File: src/rtl/load_store_unit.sv
// RV32I load/store initiator for a word-wide data memory.
// Sub-word stores are done as read-modify-write; faults never touch memory.
module load_store_unit #(
  parameter int unsigned DATA_WIDTH = 32
) (
  input  logic                  clk,
  input  logic                  reset,
  input  logic                  req_i,
  input  logic                  we_i,
  input  logic [2:0]            funct3_i,
  input  logic [DATA_WIDTH-1:0] addr_i,
  input  logic [DATA_WIDTH-1:0] wdata_i,
  output logic                  busy_o,
  output logic                  done_o,
  output logic [DATA_WIDTH-1:0] rdata_o,
  output logic                  fault_o,
  output logic                  Mem_Write_o,
  output logic                  Mem_Read_o,
  output logic [DATA_WIDTH-1:0] Address_o,
  output logic [DATA_WIDTH-1:0] Write_Data_o,
  input  logic [DATA_WIDTH-1:0] Read_Data_i
);

  typedef enum logic [2:0] {IDLE, LOAD, RMW_RD, WRITE, DONE} state_t;

  state_t      state;
  logic [2:0]  f3_q;
  logic [1:0]  lane_q;
  logic [15:0] wdata_q;

  logic                  legal_c;
  logic                  aligned_c;
  logic [7:0]            byte_c;
  logic [15:0]           half_c;
  logic [DATA_WIDTH-1:0] load_c;
  logic [DATA_WIDTH-1:0] merge_c;

  // Request legality and alignment, evaluated on the live request inputs.
  always_comb begin
    legal_c   = 1'b0;
    aligned_c = 1'b0;
    case (funct3_i)
      3'b000:         begin legal_c = 1'b1;  aligned_c = 1'b1;                  end
      3'b001:         begin legal_c = 1'b1;  aligned_c = ~addr_i[0];            end
      3'b010:         begin legal_c = 1'b1;  aligned_c = (addr_i[1:0] == 2'b00); end
      3'b100, 3'b101: begin legal_c = ~we_i; aligned_c = ~(funct3_i[0] & addr_i[0]); end
      default:        begin legal_c = 1'b0;  aligned_c = 1'b1;                  end
    endcase
  end

  // Lane extraction and sign/zero extension of the returned word.
  always_comb begin
    byte_c = 8'(Read_Data_i >> {lane_q, 3'b000});
    half_c = 16'(Read_Data_i >> {lane_q[1], 4'b0000});
    case (f3_q)
      3'b000:  load_c = {{24{byte_c[7]}}, byte_c};
      3'b001:  load_c = {{16{half_c[15]}}, half_c};
      3'b100:  load_c = {24'd0, byte_c};
      3'b101:  load_c = {16'd0, half_c};
      default: load_c = Read_Data_i;
    endcase
  end

  // Substitute the store byte/half into the word read back from memory.
  always_comb begin
    merge_c = Read_Data_i;
    if (f3_q[0]) begin
      if (lane_q[1]) merge_c[31:16] = wdata_q;
      else           merge_c[15:0]  = wdata_q;
    end else begin
      case (lane_q)
        2'd0:    merge_c[7:0]   = wdata_q[7:0];
        2'd1:    merge_c[15:8]  = wdata_q[7:0];
        2'd2:    merge_c[23:16] = wdata_q[7:0];
        default: merge_c[31:24] = wdata_q[7:0];
      endcase
    end
  end

  // Control FSM; every output is registered and set on entry to its state.
  always_ff @(posedge clk or posedge reset) begin
    if (reset) begin
      state        <= IDLE;
      f3_q         <= '0;
      lane_q       <= '0;
      wdata_q      <= '0;
      busy_o       <= 1'b0;
      done_o       <= 1'b0;
      fault_o      <= 1'b0;
      rdata_o      <= '0;
      Mem_Write_o  <= 1'b0;
      Mem_Read_o   <= 1'b0;
      Address_o    <= '0;
      Write_Data_o <= '0;
    end else begin
      done_o  <= 1'b0;
      fault_o <= 1'b0;
      case (state)
        IDLE: begin
          if (req_i) begin
            f3_q    <= funct3_i;
            lane_q  <= addr_i[1:0];
            wdata_q <= wdata_i[15:0];
            busy_o  <= 1'b1;
            if (!(legal_c && aligned_c)) begin
              state   <= DONE;
              done_o  <= 1'b1;
              fault_o <= 1'b1;
            end else if (!we_i) begin
              state      <= LOAD;
              Mem_Read_o <= 1'b1;
              Address_o  <= {addr_i[DATA_WIDTH-1:2], 2'b00};
            end else if (funct3_i == 3'b010) begin
              state        <= WRITE;
              Mem_Write_o  <= 1'b1;
              Address_o    <= {addr_i[DATA_WIDTH-1:2], 2'b00};
              Write_Data_o <= wdata_i;
            end else begin
              state      <= RMW_RD;
              Mem_Read_o <= 1'b1;
              Address_o  <= {addr_i[DATA_WIDTH-1:2], 2'b00};
            end
          end
        end
        LOAD: begin
          state      <= DONE;
          rdata_o    <= load_c;
          Mem_Read_o <= 1'b0;
          Address_o  <= '0;
          done_o     <= 1'b1;
        end
        RMW_RD: begin
          state        <= WRITE;
          Mem_Read_o   <= 1'b0;
          Mem_Write_o  <= 1'b1;
          Write_Data_o <= merge_c;
        end
        WRITE: begin
          state        <= DONE;
          Mem_Write_o  <= 1'b0;
          Write_Data_o <= '0;
          Address_o    <= '0;
          done_o       <= 1'b1;
        end
        DONE: begin
          state  <= IDLE;
          busy_o <= 1'b0;
        end
        default: begin
          state        <= IDLE;
          busy_o       <= 1'b0;
          Mem_Read_o   <= 1'b0;
          Mem_Write_o  <= 1'b0;
          Address_o    <= '0;
          Write_Data_o <= '0;
        end
      endcase
    end
  end

endmodule

File: config.mk
export PLATFORM = sky130hd
export DESIGN_NAME = load_store_unit
export DESIGN_NICKNAME = d
export VERILOG_FILES = /design/src/rtl/load_store_unit.sv
export SDC_FILE = /design/constraint.sdc
export NUM_CORES = 1
export LEC_CHECK = 0
export CAP_MARGIN = 10
export CORE_ASPECT_RATIO = 1.4
export CORE_MARGIN = 5
export CORE_UTILIZATION = 35
export DETAILED_ROUTE_END_ITERATION = 10
export GPL_TIMING_DRIVEN = 0
export SYNTH_ARGS = -nofsm -noshare
export SYNTH_HDL_FRONTEND = slang
export SYNTH_SLANG_ARGS = --single-unit
File: constraint.sdc
create_clock -name clk -period 4.98 [get_ports clk]
set_input_delay 0.498 -clock clk [delete_from_list [all_inputs] [get_ports clk]]
set_output_delay 0.498 -clock clk [all_outputs]
set_load 0.02 [all_outputs]
==> summary.md <==
| Metric | Value |
|---|---|
| Status | `completed` |
| Fmax | `~0.43 GHz` |
| Final Cycle Share | `0.469` |
| Synth Area in Compound Gates | `0.212` |
| Count of input and output buffers | `201` |
| Nature of the critical path startpoint | `flip-flop` |
| Final setup viols | `0` |
| Hold WS | `about 420 ps` |
| Critical Path RT | `between 5000 and 6000 ps` |
| Simple-Gate Fraction of Synth Area | `0.189` |
| Global Route Usage Sum | `0.211` |
| CP bufs+invs | `2` |
| Final GP Congestion | `between 0.9 and 1` |
| FF-to-FF setup slack | `approximately 2600 ps` |
| Die height | `171 um` |
| CTS tree | `yes` |
| Power per cell area | `between 600 and 700 nW/um2` |
| Resized cells post-CTS | `0` |
| Drt pass-1 iters | `4` |
| Most common cell after layout, fill and taps aside | `clkdlybuf4s50_1` |
| Cells after synthesis | `between 600 and 700` |
| Mux cell area share after synthesis | `0.0733` |
| Most frequent CP cell | `nand2_1` |
| Yosys reg bits | `about 120` |
| Share of layout cells above drive strength 1 | `0.113` |
| Mapped cell area | `between 6000 and 7000 um2` |
| Number of global-route vias before repair | `6114` |
| Max-slew headroom | `0.400` |
| Async SR Flop Fraction | `1.00` |
| Crit-path slowest cell | `nor3_2` |
| Hold_buf cts | `0` |
| DRC violations left | `0` |
| Final setup TNS | `0 ps` |
| Netlist cell types | `44` |
| Hold Vio Cnt, Final | `0` |
| RSZ-0062 raised after global routing | `false` |
| Critical Path Max Stage Delay | `780 ps` |
| Global route total overflow | `0` |
| Crit path time final | `between 2000 and 2500 ps` |
| Total die area | `21500 um2` |
| Main combinational cell family by area after synthesis | `compound AO/OA/AOI/OAI gates` |
| Critical path arrival | `~2700 ps` |
| Core ar. | `approximately 18000 um2` |
| Clk pin slew, worst setup/hold paths | `~50 ps` |
| WS Path Type | `reg -> reg` |
| Syn Area/Cell | `9.50 um2` |
| Vias per cell | `about 5.1` |
| Setup crit end kind | `flip-flop` |
| YS warnings | `0` |
| CP cell instances | `clkbuf_1, nor3_2, nand2_1, clkbuf_1, nand2_1, nand2_1` |
| Vias | `5937` |
| Max cap viols | `0` |
| Num ports | `about 200` |
| Post-Route Skew | `9.88 ps` |
| Clock Latency Late Sink | `between 400 and 500 ps` |
| Synth Area in XOR/XNOR | `0` |
| H-tree depth | `4` |
| CTS max path bufs | `2` |
| Post-Route WL | `22.7 mm` |
| Die Wd | `between 100 and 150 um` |
| Leakage | `4.02 nW` |
| Avg WL per Cell | `around 20 um` |
| ANT cells | `0` |
| Largest net degree at the start of global routing | `96` |
| Commonest non-fill, non-tap cells in the layout | `clkdlybuf4s50_1 (201), nand2_1 (158), dfrtp_1 (123), nand3_1 (62), o21ai_0 (54)` |
| Top FF cell, synth | `dfrtp_1` |
| Initial antenna violation count | `0` |
| Detailed Place HPWL | `~18 mm` |
| Clock sinks | `~120` |
| Clk root buf | `clkbuf_16` |
| Worst Hold Class | `in -> async` |
| Family with the most delay on the worst path | `simple AND/OR/NAND/NOR gates` |
| Synth Area in Adders | `0` |
| Post-CTS Setup Inserts | `0` |
| Seq/Total Area, Yosys | `0.473` |
| Num rows | `59` |
| Slew Limit Fails | `0` |
| Starting Density | `0.353` |
| First-pass GRT wire length | `around 35 mm` |
| Final Power | `6.47 mW` |
| Crit-path max FO | `10` |
| Drt initial violations | `242` |
| Antenna-violating nets left | `0` |
| Final Util | `0.512` |
| Inserted Clock Buffers | `17` |
| VDD IR max | `between 0.3 and 0.4 mV` |
| Worst slew pin tran | `approximately 890 ps` |
| Area delta synth->final | `45.1%` |
| Final nets | `a little over 1000` |
| EDFF count, synth | `0` |
## power breakdown
group	leakage [nW]	total, mW	switching (mW)	internal [mW]
Clock	0.287	1.24	0.450	0.786
Sequential	1.59	1.80	0.340	1.46
Combinational	2.14	3.44	1.95	1.48
## sequential cells by signal, summed over array words and instances (netlist names)
register      cells
Address_o        30
Mem_Read_o        1
Mem_Write_o       1
Write_Data_o     32
busy_o            1
done_o            1
f3_q              3
fault_o           1
lane_q            2
rdata_o          32
state             3
wdata_q          16
## routing by layer
metal  routed length, um  track usage
met3                1440       0.0621
met5                   0            0
met2               11800        0.379
met4                 742       0.0901
met1                8720        0.232
## stage by stage
step	setup slack (ps)	area, um2	std cells
global placement	-867	8830	1131
global route	2460	9440	1164
CTS	2550	9440	1164
detailed placement	2330	8860	1132
floorplan	1210	6510	686
finish	2650	9440	1164
## Yosys cell counts (3+ instances only)
master     instances  area share
nand2_1          158       0.091
nor3_1            10      0.0077
dfrtp_1          123        0.47
buf_6              8       0.014
o22ai_1            8      0.0077
o21ai_0           54       0.042
a21oi_1           28       0.022
a211oi_1          17       0.020
mux2i_1           33       0.051
nand3_1           62       0.048
a22oi_1            8      0.0092
a31oi_1            7      0.0067
o2bb2ai_2         30       0.069
nand3b_1           8      0.0092
and3_1             8      0.0077
nand2b_1           4      0.0038
a2bb2oi_1         16       0.022
clkbuf_1          32       0.018
inv_1              4      0.0023
mux4_2             3       0.010
buf_2             17       0.013
and2_1             3      0.0029
nor2_1            10      0.0058
mux2_2             7       0.012
## area by class of cell
type / instances / area [um2]
inverters: 5 / 23.8
multi-input cells: 497 / 3100
plain buffers: 61 / 318
clock inverters: 7 / 87.6
repair buffers: 202 / 2040
clock buffers: 25 / 495
well taps: 244 / 305
flip-flops and latches: 123 / 3080
fillers: 1745 / 9010
## worst paths after layout
kind / to / depth (start not counted) / startpoint
min in group clk: rdata_o[0] / 2 / rdata_o[0]
hold / removal: Address_o[26] / 2 / reset
setup reg to reg: wdata_q[8] / 6 / state[0]
setup / recovery: wdata_q[8] / 6 / state[0]
max in group asynchronous: state[2] / 3 / reset
hold reg to reg: rdata_o[0] / 2 / rdata_o[0]
## worst reg2reg max path, delay by kind of cell (launching register included)
kind | cells | cell delay (ps)
simple gates | 4 | 1340
buf+inv | 2 | 540
flops | 1 | 350
## logic make-up after synthesis
logic type | after synthesis
AND/OR/NAND/NOR | 272
AO/OA/AOI/OAI | 180
flip-flops | 123
buffers and inverters | 66
multiplexers | 43
other | 1
(Power assumes the default switching activity.)
